## src/rtl/sysbus_arb_pkg.sv

```systemverilog
// Shared state encoding and line-transaction constants for the sysbus round-robin arbiter.
package sysbus_arb_pkg;

   typedef enum logic [1:0] {IDLE, HDR, WDATA, RDATA} arb_state_t;

   localparam int TAG_RW_BIT     = 12;
   localparam int BEATS_PER_LINE = 8;

endpackage

```

## src/rtl/sysbus_rr_arbiter_pick.sv

```systemverilog
// rr_pick2: combinational 2-way round-robin picker; the client that did not win last time
// has priority on a tie.
module rr_pick2 (
   input  logic [1:0] req,
   input  logic       last,
   output logic       gnt_valid,
   output logic       gnt_id
);

   // NOTE: every always_comb output gets a default first so no path can infer a latch.
   always_comb begin
      gnt_valid = |req;
      gnt_id    = 1'b0;
      case (req)
         2'b10:   gnt_id = 1'b1;
         2'b11:   gnt_id = ~last;
         default: gnt_id = 1'b0;
      endcase
   end

endmodule

```

## src/rtl/sysbus_rr_arbiter.sv

```systemverilog
// sysbus_rr_arbiter: shares one sysbus port between fetch (client 0) and data (client 1),
// holding the grant for a header plus BEATS data beats. SYSBUS_ARB_PERF_EN adds grant counters.
`ifndef SYSBUS_WRITE
`define SYSBUS_WRITE 1'b1
`endif

module sysbus_rr_arbiter
   import sysbus_arb_pkg::*;
#(
   parameter int BUS_DATA_WIDTH = 64,
   parameter int BUS_TAG_WIDTH  = 13,
   parameter int BEATS          = BEATS_PER_LINE
) (
   input  logic                      clk,
   input  logic                      reset,
   input  logic                      reqcyc0,
   input  logic                      reqcyc1,
   output logic                      reqack0,
   output logic                      reqack1,
   input  logic [BUS_DATA_WIDTH-1:0] req0,
   input  logic [BUS_DATA_WIDTH-1:0] req1,
   input  logic [BUS_TAG_WIDTH-1:0]  reqtag0,
   input  logic [BUS_TAG_WIDTH-1:0]  reqtag1,
   output logic                      respcyc0,
   output logic                      respcyc1,
   input  logic                      respack0,
   input  logic                      respack1,
   output logic [BUS_DATA_WIDTH-1:0] resp0,
   output logic [BUS_DATA_WIDTH-1:0] resp1,
   output logic [BUS_TAG_WIDTH-1:0]  resptag0,
   output logic [BUS_TAG_WIDTH-1:0]  resptag1,
   output logic                      bus_reqcyc,
   input  logic                      bus_reqack,
   output logic [BUS_DATA_WIDTH-1:0] bus_req,
   output logic [BUS_TAG_WIDTH-1:0]  bus_reqtag,
   input  logic                      bus_respcyc,
   output logic                      bus_respack,
   input  logic [BUS_DATA_WIDTH-1:0] bus_resp,
   input  logic [BUS_TAG_WIDTH-1:0]  bus_resptag,
   output logic                      owner,
   output logic                      busy,
`ifdef SYSBUS_ARB_PERF_EN
   output logic [31:0]               grant_cnt0,
   output logic [31:0]               grant_cnt1,
`endif
   output logic                      err_stray_resp
);

   localparam int BEAT_W = (BEATS > 1) ? $clog2(BEATS) : 1;
   localparam logic [BEAT_W-1:0] LAST_BEAT = BEAT_W'(BEATS - 1);

   arb_state_t        state;
   logic [BEAT_W-1:0] beat;
   logic              last_grant;
   logic              gnt_valid;
   logic              gnt_id;

   logic                      own_reqcyc;
   logic [BUS_DATA_WIDTH-1:0] own_req;
   logic [BUS_TAG_WIDTH-1:0]  own_reqtag;
   logic                      own_respack;
   logic                      fwd_req;
   logic                      fwd_resp;
   logic                      req_hs;
   logic                      resp_hs;

   rr_pick2 u_pick (
      .req       ({reqcyc1, reqcyc0}),
      .last      (last_grant),
      .gnt_valid (gnt_valid),
      .gnt_id    (gnt_id)
   );

   assign own_reqcyc  = owner ? reqcyc1  : reqcyc0;
   assign own_req     = owner ? req1     : req0;
   assign own_reqtag  = owner ? reqtag1  : reqtag0;
   assign own_respack = owner ? respack1 : respack0;
   assign fwd_req     = (state == HDR) || (state == WDATA);
   assign fwd_resp    = (state == RDATA);
   assign busy        = (state != IDLE);

   // Pure routing: nothing is buffered, the non-owner side always sees zeros.
   always_comb begin
      bus_reqcyc  = fwd_req && own_reqcyc;
      bus_req     = fwd_req ? own_req    : '0;
      bus_reqtag  = fwd_req ? own_reqtag : '0;
      reqack0     = fwd_req && !owner && bus_reqack;
      reqack1     = fwd_req &&  owner && bus_reqack;
      bus_respack = fwd_resp && own_respack;
      respcyc0    = fwd_resp && !owner && bus_respcyc;
      respcyc1    = fwd_resp &&  owner && bus_respcyc;
      resp0       = (fwd_resp && !owner) ? bus_resp    : '0;
      resp1       = (fwd_resp &&  owner) ? bus_resp    : '0;
      resptag0    = (fwd_resp && !owner) ? bus_resptag : '0;
      resptag1    = (fwd_resp &&  owner) ? bus_resptag : '0;
   end

   assign req_hs  = bus_reqack && bus_reqcyc;
   assign resp_hs = bus_respcyc && bus_respack;

   // NOTE: state registers use non-blocking assignment so every flop samples pre-edge values.
   always_ff @(posedge clk) begin
      if (reset) begin
         state          <= IDLE;
         beat           <= '0;
         last_grant     <= 1'b1;
         owner          <= 1'b0;
         err_stray_resp <= 1'b0;
      end else begin
         if (bus_respcyc && state != RDATA)
            err_stray_resp <= 1'b1;
         case (state)
            IDLE: if (gnt_valid) begin
               owner <= gnt_id;
               state <= HDR;
            end
            HDR: if (req_hs) begin
               beat  <= '0;
               state <= (own_reqtag[TAG_RW_BIT] == `SYSBUS_WRITE) ? WDATA : RDATA;
            end
            WDATA: if (req_hs) begin
               if (beat == LAST_BEAT) begin
                  beat       <= '0;
                  state      <= IDLE;
                  last_grant <= owner;
               end else begin
                  beat <= beat + 1'b1;
               end
            end
            RDATA: if (resp_hs) begin
               if (beat == LAST_BEAT) begin
                  beat       <= '0;
                  state      <= IDLE;
                  last_grant <= owner;
               end else begin
                  beat <= beat + 1'b1;
               end
            end
            default: state <= IDLE;
         endcase
      end
   end

`ifdef SYSBUS_ARB_PERF_EN
   // Counts grants (entries into HDR) per client, saturating at all-ones.
   always_ff @(posedge clk) begin
      if (reset) begin
         grant_cnt0 <= '0;
         grant_cnt1 <= '0;
      end else if (state == IDLE && gnt_valid) begin
         if (!gnt_id && grant_cnt0 != 32'hFFFF_FFFF)
            grant_cnt0 <= grant_cnt0 + 32'd1;
         if (gnt_id && grant_cnt1 != 32'hFFFF_FFFF)
            grant_cnt1 <= grant_cnt1 + 32'd1;
      end
   end
`endif

endmodule

```

## config.mk

```make
export PLATFORM = sky130hd
export DESIGN_NAME = sysbus_rr_arbiter
export DESIGN_NICKNAME = d
export VERILOG_FILES = /design/src/rtl/sysbus_arb_pkg.sv /design/src/rtl/sysbus_rr_arbiter_pick.sv /design/src/rtl/sysbus_rr_arbiter.sv
export SDC_FILE = /design/constraint.sdc
export NUM_CORES = 1
export LEC_CHECK = 0
export ABC_CLOCK_PERIOD_IN_PS = 2200
export BUFFER_PORTS_ARGS = -buffer_cell sky130_fd_sc_hd__buf_2
export CORE_AREA = 2 2 184 186
export CTS_BUF_LIST = sky130_fd_sc_hd__clkbuf_8
export CTS_CLUSTER_DIAMETER = 200
export DETAILED_ROUTE_END_ITERATION = 16
export DIE_AREA = 0 0 186 188
export GPL_ROUTABILITY_DRIVEN = 0
export GPL_TIMING_DRIVEN = 0
export PLACE_DENSITY = 0.41
export SYNTH_ARGS = -nofsm -noshare
export SYNTH_HDL_FRONTEND = slang
export SYNTH_SLANG_ARGS = --single-unit
```

## constraint.sdc

```tcl
create_clock -name clk -period 2.2 [get_ports clk]
set_clock_uncertainty 0.15 [all_clocks]
set_input_delay 0 -clock clk [delete_from_list [all_inputs] [get_ports clk]]
set_output_delay 0 -clock clk [all_outputs]
set_load 0.05 [all_outputs]
```

==> flow_metrics.env, run 1 <==
export IMPL_die_x_um=186
export IMPL_cp_slowest_cell="dfxtp_2"
export IMPL_synth_seq_area_share_pct=5.342
export IMPL_drc=0
export IMPL_synth_avg_cell_area_um2=7.121
export IMPL_status="finished, violations left"
export IMPL_grt_use_total_pct=12.25
export IMPL_netlist_instances=421
export IMPL_path_cells="ha_1 > buf_6 > and2b_4 > clkbuf_8 > clkbuf_4 > and2_1 > buf_4"
export IMPL_critPathLaunchType="register"
export IMPL_synth_edff_count=0
export IMPL_fin_tns_setup_ps=0
export IMPL_post_cts_buffers=0
export IMPL_fin_hold_ws_ps=-30.54
export IMPL_p_seq_share_pct=3.1
export IMPL_grt_max_degree=11
export IMPL_ant_nets=0
export IMPL_clk_latency_ps=230
export IMPL_worst_pin_slew_ps=577.0
export IMPL_max_stage_delay_ps=390
export IMPL_synth_seq_cells=8
export IMPL_grt_pass1_wl_mm=31.17
export IMPL_sw_frac_of_total_pct=68.68
export IMPL_cts_sinks=8
export IMPL_violations="hold timing"
export IMPL_crit_type="reg -> out"
export IMPL_antenna_found_initial=13
export IMPL_hp_class="in -> reg"
export IMPL_vdd_drop_max_mv=0.7796
export IMPL_synth_distinct_cells=31
export IMPL_cts_root_buf="clkbuf_8"
export IMPL_p_comb_share_pct=94.1
export IMPL_power_density_nw_per_um2=1045
export IMPL_area_growth_pct=108.3
export IMPL_drive_gt1_share_pct=60.84
export IMPL_synthesis_nets=669
export IMPL_cts_tree="done"
export IMPL_h_tree_depth=1
export IMPL_place_hpwl_mm=20.93
export IMPL_dr_total_vias=4925
export IMPL_row_count=67
export IMPL_critPathLaunch="state[0]"
export IMPL_drt_total_wl_mm=23.38
export IMPL_start_util_pct=9.053
export IMPL_r2r_end="beat[2]"
export IMPL_power_w=0.006525
export IMPL_drtIter0Drc=145
export IMPL_clockPowerShare_pct=2.8
export IMPL_grt_pass1_vias=4879
export IMPL_p_leak_nw=3.778
export IMPL_min_period_over_period_pct=97.10
export IMPL_fp_dieH_um=188
export IMPL_netlist_area_um2=2998
export IMPL_grt_overflow_total=0
export IMPL_pin_count=479
export IMPL_switching_power_w=0.004481
export IMPL_period_needed_ps=2136
export IMPL_core_area_um2=33110
export IMPL_hold_viol=1
export IMPL_setup_violations_final=0
export IMPL_nNetsFinal=1154
export IMPL_intPower_w=0.002044
export IMPL_end_kind="output port"
export IMPL_crit_fanout=10
export IMPL_cts_clk_slew_worst_paths_ps=40
export IMPL_numPortBuffers=478
export IMPL_synth_flop_cell="dfxtp_1"
export IMPL_regToRegSetupSlack_ps=160
export IMPL_wl_per_cell_um=17.23
export IMPL_via_per_inst=3.629
export IMPL_cp_endpoint="resp0[58]"
export IMPL_synthArstFlopShare_pct=0
export IMPL_drv_cap=0
export IMPL_cts_made_buffers=3
export IMPL_dieArea_um2=34970
export IMPL_fmax_mhz=468.1
export IMPL_finalMaxSlewViolations=0
export IMPL_rr_worst_depth=6
export IMPL_worstPathArrival_ps=1990
export IMPL_yosysWarnings=0
export IMPL_dr_pass1_iters=4
export IMPL_required_ps=2050
export IMPL_slew_headroom_pct=60.77
export IMPL_rr_startpoint="state[0]"
export IMPL_clk_path_buf_depth=2
[registers in the layout, indices dropped and copies added, names as in the netlist]
signal and cells:
beat 3, err_stray_resp 1, last_grant 1, owner 1, state 2
[worst max-delay path, delay by kind of cell (launching register included)]
family | cells | cell delay [ps]
and+or+nand+nor | 2 | 410
adders and majority gates | 1 | 190
buffers and inverters | 4 | 750
DFF | 1 | 390
[cell usage in the layout (no fill, tap or decap), types with 6 or more instances in the layout]
cell type	n
buf_2	462
and3_1	79
mux2i_1	79
and2_1	78
nor2b_1	48
nor2b_2	30
clkbuf_4	17
clkbuf_1	13
clkbuf_2	13
buf_4	12
nor2_1	8
ha_1	8
nand2_1	7
inv_1	6
dfxtp_1	6
[per-layer routing]
metal	vias to the layer above	GRT usage (%)	part of all wire, %	wire [um]
met4	2	2.514	1.7	408
met3	33	1.418	6.7	1577
met5	-	0	0.047	11
met2	320	24.64	53	12410
li1	2407	-	-	-
met1	2163	13.42	38	8969
[metrics by stage]
stage	setup WS, ps	hold WS (ps)	util [%]	cell area, um2	cells
2_1_floorplan	21.92	-77.62	-	3073	421
3_3_place_gp	-403.1	134.3	18.20	6026	1347
3_5_place_dp	-449.5	138.2	18.20	6026	1347
4_1_cts	10.96	9.920	18.69	6188	1353
5_1_grt	-7.746	9.479	18.86	6245	1357
6_report	63.78	-30.54	18.86	6245	1357
[cell usage after synthesis, types with 2 or more instances]
cell       n  area (um2)
o41ai_1    2       17.52
nor2b_1   78       488.0
mux2i_1   80       800.8
inv_1      6       22.52
and3_1    79       494.2
buf_4      2       15.01
and2_1    78       488.0
clkbuf_1  33       123.9
dfxtp_1    8       160.2
o311ai_0   3       26.28
nor2_1     8       30.03
a21oi_1    2       10.01
nand2_1    8       30.03
buf_2      8       40.04
ha_1       9       112.6
or3_1      2       12.51
[worst min path at each step]
stage | from | to | slack, ps | depth (start not counted)
4_1_cts | bus_respcyc | err_stray_resp | 10 | 3
2_1_floorplan | reset | err_stray_resp | -80 | 1
5_1_grt | bus_respcyc | err_stray_resp | 9 | 3
6_report | bus_respcyc | err_stray_resp | -30 | 3
3_3_place_gp | reset | err_stray_resp | 130 | 2
3_5_place_dp | reset | state[0] | 140 | 2
[timing repair]
action,in CTS,in global routing
pin swaps,1,1
setup endpoints to repair,240,46
endpoints found under the hold margin,4,0
hold buffers,3,0
gates resized for setup,38,33
[kinds of logic after synthesis]
logic type      Yosys count  synth area share (%)
flops                     8                 5.342
compound gates           16                 4.383
buf+inv                  49                 6.719
mux                      81                 27.17
simple gates            258                 52.63
fa+ha+maj                 9                 3.756
[cell type report]
class	count	area (um2)
fillers	3797	26870
clock buffers	3	41.29
inverters	6	22.52
well taps	448	560.5
flip-flops and latches	8	162.7
diodes	5	12.51
repair buffers	481	2472
multi-input cells	364	2733
plain buffers	42	240.2
[power groups by stage]
| stage | clock (W) | sequential [W] | combinational (W) |
|---|---|---|---|
| 2_1_floorplan | 0 | 0.000211 | 0.00448 |
| 3_3_place_gp | 0 | 0.000203 | 0.00605 |
| 3_5_place_dp | 0 | 0.000202 | 0.00603 |
| 4_1_cts | 0.000186 | 0.000203 | 0.00620 |
| 5_1_grt | 0.000194 | 0.000207 | 0.00648 |
| 6_report | 0.000185 | 0.000203 | 0.00614 |
Power figures use the tool's default switching activity.
==> run 2, diff against run 1 <==
ABC_CLOCK_PERIOD_IN_PS = 2700   (was 2200)
CTS_CLUSTER_DIAMETER = default   (was 200)
clock period = 2.7 ns   (was 2.2 ns; I/O delays follow)
==> run 2 against run 1 <==
Net effect:
- the run still ends with hold timing left
- first-iteration DRC count down 33%
- combinational power down 21%
- critical path depth down 1
- register-to-register slack better by 150 ps
- design area down 3.4%
- final cell count down 0.44%
- global-route usage up 0.38 points
- via count down 0.26%
- setup slack better by 170 ps
- sequential share of layout area up 0.051 points
- clock power down 22%
- count of clock-buffer cells in the layout unchanged
- critical path type unchanged
- critical endpoint is now resptag1[12]
==> flow_metrics.env, run 2 (same netlist as run 1, synthesis figures left out) <==
export IMPL_drtIter0Drc=97
export IMPL_largest_register_ffs=3
export IMPL_via_per_inst=3.636
export IMPL_path_common_cell="clkbuf_2"
export IMPL_crit_type="reg -> out"
export IMPL_fin_cells=1351
export IMPL_drv_cap=0
export IMPL_numPortBuffers=478
export IMPL_r2r_end="beat[2]"
export IMPL_cp_top_family="buffers and inverters"
export IMPL_worst_hold_startpoint="bus_respcyc"
export IMPL_antenna_found_initial=3
export IMPL_design_area_um2=6030
export IMPL_cts_tree="done"
export IMPL_crit_cells=6
export IMPL_grt_overflow_total=0
export IMPL_cts_clk_slew_worst_paths_ps=40
export IMPL_nNetsFinal=1153
export IMPL_pin_count=479
export IMPL_rr_worst_depth=6
export IMPL_drive_gt1_share_pct=55.81
export IMPL_path_cells="ha_1 > buf_4 > clkbuf_2 > clkbuf_2 > and3_1 > buf_2"
export IMPL_cp_slowest_cell="dfxtp_1"
export IMPL_dp_cells=1347
export IMPL_regToRegSetupSlack_ps=310
export IMPL_vdd_drop_max_mv=0.5820
export IMPL_finalMaxSlewViolations=0
export IMPL_clk_path_buf_depth=2
export IMPL_fillers=3858
export IMPL_multiInputGateArea_um2=2640
export IMPL_fin_util_pct=18.21
export IMPL_row_count=67
export IMPL_path_buf_inv=4
export IMPL_seq_area_um2=160.2
export IMPL_wl_per_cell_um=17.70
export IMPL_hp_class="in -> reg"
export IMPL_end_kind="output port"
export IMPL_area_growth_pct=101.1
export IMPL_required_ps=2550
export IMPL_grt_use_total_pct=12.63
export IMPL_violations="hold timing"
export IMPL_dp_slack_ps=-250.4
export IMPL_worstPathArrival_ps=2320
export IMPL_dr_pass1_iters=4
export IMPL_cts_root_buf="clkbuf_8"
export IMPL_dr_total_vias=4912
export IMPL_dieArea_um2=34970
export IMPL_regMostFlops="beat"
export IMPL_h_tree_depth=1
export IMPL_slew_headroom_pct=58.95
export IMPL_clk_latency_ps=230
export IMPL_max_stage_delay_ps=450
export IMPL_critPathLaunch="state[0]"
export IMPL_power_density_nw_per_um2=856.7
export IMPL_grt_pass1_vias=4841
export IMPL_drc=0
export IMPL_core_area_um2=33110
export IMPL_rr_startpoint="state[0]"
export IMPL_final_cell_mix="486 x buf_2, 80 x mux2i_1, 79 x and3_1, 78 x and2_1, 78 x nor2b_1"
export IMPL_grt_pass1_wl_mm=32.26
export IMPL_critPathLaunchType="register"
export IMPL_fmax_mhz=405.0
export IMPL_crit_fanout=10
export IMPL_setup_slack_ps=230.7
export IMPL_start_util_pct=9.053
export IMPL_reg_largest_list="beat x3, state x2"
export IMPL_diodes=0
export IMPL_drt_total_wl_mm=23.91
export IMPL_cp_endpoint="resptag1[12]"
export IMPL_grt_max_degree=20
export IMPL_worst_pin_slew_ps=598.6
export IMPL_fp_dieH_um=188
export IMPL_hold_viol=1
export IMPL_min_period_over_period_pct=91.46
export IMPL_place_area_um2=5951
export IMPL_setup_violations_final=0
export IMPL_die_x_um=186
export IMPL_cts_made_buffers=3
export IMPL_post_cts_buffers=0
export IMPL_place_hpwl_mm=21.38
export IMPL_layout_commonest_cell="buf_2"
export IMPL_p_leak_nw=3.716
export IMPL_period_needed_ps=2469
export IMPL_ant_nets=0
export IMPL_status="finished, violations left"
export IMPL_rsz0062_at_grt="no"
export IMPL_fin_hold_ws_ps=-30.85
export IMPL_cts_sinks=8
run 2: worst min-delay path by stage:
stage | to | slack, ps | depth (start not counted)
CTS | err_stray_resp | 8 | 3
finish | err_stray_resp | -30 | 3
detailed placement | err_stray_resp | 130 | 2
global route | err_stray_resp | 10 | 3
floorplan | err_stray_resp | -80 | 1
global placement | err_stray_resp | 130 | 2
run 2: metal layers:
metal  routed length (um)  vias to the layer above  global-route usage (%)
met1                10110                     2190                   15.17
met2                11750                      307                   23.61
met5                   13                        -                       0
li1                     -                     2394                       -
met4                  381                        2                   2.211
met3                 1652                       19                   1.923
run 2: worst reg2reg max path, cell delays in order, from the launching register on:
cell	delay [ps]
dfxtp_1	450
inv_1	120
ha_2	490
nand2_1	270
o22a_1	280
o311ai_0	340
o41ai_1	140
run 2: final cells by class:
cell class                 count  area share (%)
inverter                       6          0.3735
buffer                        41           3.030
sequential                     8           2.656
timing repair buffer         481           40.17
multi-input combinational    364           43.79
tap                          448           9.297
clock buffer                   3          0.6848
run 2: timing repair:
item / 4_1_cts / 5_1_grt
endpoints found under the hold margin: 4 / 0
hold buffers: 3 / 0
pin swaps: 0 / 0
resized for setup: 6 / 7
gates cloned: 0 / 0
endpoints found under the setup margin: 62 / 23
run 2: stage by stage:
| stage | setup TNS [ps] | total power, W |
|---|---|---|
| 6_report | 0 | 0.005166 |
| 5_1_grt | 0 | 0.005483 |
| 4_1_cts | 0 | 0.005244 |
| 3_5_place_dp | -1547 | 0.005063 |
| 3_3_place_gp | -1181 | 0.005077 |
| 2_1_floorplan | 0 | 0.003738 |
run 2: power breakdown:
part           switching [W]  leakage [nW]  internal [W]
Combinational        0.00359          3.63       0.00127
Sequential         0.0000254        0.0654      0.000138
Clock              0.0000471        0.0216     0.0000966
==> run 3, diff against run 2 <==
MAX_ROUTING_LAYER = met4   (was default)
==> run 3 against run 2 <==
Net effect:
- the run still ends with hold timing left
- non-clock buffer count did not move
- fmax rose by 0.16%
- wire length fell by 0.80%
- global-route usage rose by 0.26 points
- clock power barely moved
- critical endpoint is now resp0[57]
==> flow_metrics.env, run 3 (same netlist as run 1, synthesis figures left out) <==
export IMPL_status="finished, violations left"
export IMPL_violations="hold timing"
export IMPL_finalMaxSlewViolations=0
export IMPL_slew_headroom_pct=58.98
export IMPL_dr_total_vias=4887
export IMPL_drt_total_wl_mm=23.71
export IMPL_grt_use_total_pct=12.90
export IMPL_cts_root_buf="clkbuf_8"
export IMPL_drv_cap=0
export IMPL_hp_class="in -> reg"
export IMPL_final_cell_mix="486 x buf_2, 80 x mux2i_1, 79 x and3_1, 78 x and2_1, 78 x nor2b_1"
export IMPL_post_cts_buffers=0
export IMPL_rsz0062_at_grt="no"
export IMPL_numPortBuffers=478
export IMPL_clk_latency_ps=230
export IMPL_layout_commonest_cell="buf_2"
export IMPL_dp_slack_ps=-250.4
export IMPL_fin_hold_ws_ps=-34.47
export IMPL_cts_sinks=8
export IMPL_ant_nets=0
export IMPL_wl_per_cell_um=17.54
export IMPL_start_util_pct=9.053
export IMPL_vdd_drop_max_mv=0.5837
export IMPL_grt_pass1_wl_mm=32.00
export IMPL_crit_type="reg -> out"
export IMPL_via_per_inst=3.615
export IMPL_p_leak_nw=3.717
export IMPL_crit_fanout=10
export IMPL_min_period_over_period_pct=91.31
export IMPL_required_ps=2550
export IMPL_nNetsFinal=1153
export IMPL_grt_max_degree=20
export IMPL_place_hpwl_mm=21.38
export IMPL_pin_count=479
export IMPL_area_growth_pct=101.3
export IMPL_end_kind="output port"
export IMPL_setup_slack_ps=234.7
export IMPL_hold_viol=1
export IMPL_row_count=67
export IMPL_fin_tns_setup_ps=0
export IMPL_cts_clk_slew_worst_paths_ps=40
export IMPL_fmax_mhz=405.6
export IMPL_place_area_um2=5951
export IMPL_h_tree_depth=1
export IMPL_grt_overflow_total=0
export IMPL_setup_violations_final=0
export IMPL_drtIter0Drc=120
export IMPL_largest_register_ffs=3
export IMPL_worst_pin_slew_ps=598.2
export IMPL_fp_dieH_um=188
export IMPL_worstPathArrival_ps=2320
export IMPL_cts_made_buffers=3
export IMPL_regMostFlops="beat"
export IMPL_dr_pass1_iters=4
export IMPL_design_area_um2=6033
export IMPL_period_needed_ps=2465
export IMPL_antenna_found_initial=3
export IMPL_clk_path_buf_depth=2
export IMPL_cts_tree="done"
export IMPL_drive_gt1_share_pct=55.70
export IMPL_power_density_nw_per_um2=856.6
export IMPL_die_x_um=186
export IMPL_critPathLaunchType="register"
export IMPL_grt_pass1_vias=4820
export IMPL_reg_largest_list="beat x3, state x2"
export IMPL_core_area_um2=33110
export IMPL_drc=0
export IMPL_dieArea_um2=34970
## run 3: cell types whose count changed in the layout (fill, tap and decap cells not counted), sizes merged
cell / before / now
diode: 0 / 1
## run 3: timing repair
item,4_1_cts,5_1_grt
gates resized for setup,6,8
hold buffers,3,0
pin swaps,0,0
setup endpoints to repair,62,22
hold endpoints to repair,4,0
## run 3: through the flow
step | std cells | total power, W | util (%)
6_report | 1352 | 0.005168 | 18.22
5_1_grt | 1352 | 0.005478 | 18.22
3_3_place_gp | 1347 | 0.005077 | 17.97
4_1_cts | 1352 | 0.005244 | 18.21
3_5_place_dp | 1347 | 0.005063 | 17.97
2_1_floorplan | 421 | 0.003738 | -
## run 3: layer usage
| metal | GRT usage (%) | wire length, um | vias up | share of wire (%) |
|---|---|---|---|---|
| met1 | 15.37 | 10230 | 2178 | 43 |
| met5 | - | 0 | - | 0 |
| met4 | 1.030 | 123 | 0 | 0.52 |
| met3 | 1.107 | 1385 | 12 | 5.8 |
| li1 | - | - | 2395 | - |
| met2 | 24.16 | 11980 | 302 | 51 |
## run 3: area by class of cell
class / count / area, um2
plain buffers: 41 / 185.2
flip-flops and latches: 8 / 160.2
multi-input cells: 364 / 2639
repair buffers: 481 / 2422
well taps: 448 / 560.5
clock buffers: 3 / 41.29
fillers: 3858 / 27080
inverters: 6 / 22.52
diodes: 1 / 2.502
## run 3: critical path: stages, from the launching register on
cell	delay (ps)
dfxtp_1	450
ha_1	190
buf_4	190
and2b_1	280
clkbuf_4	270
clkbuf_2	240
and2_1	180
buf_2	270
## run 3: worst paths after layout
kind              slack [ps]            from  depth (start not counted)             end
hold / removal           -30     bus_respcyc                          3  err_stray_resp
setup reg to reg         300        state[0]                          6         beat[2]
hold reg to reg          320  err_stray_resp                          2  err_stray_resp
setup / recovery         230        state[0]                          7       resp0[57]
## run 3: power breakdown
group	internal [W]	total, W	switching (W)
sequential	0.000138	0.000164	0.0000255
clock	0.0000966	0.000144	0.0000471
combinational	0.00127	0.00486	0.00359
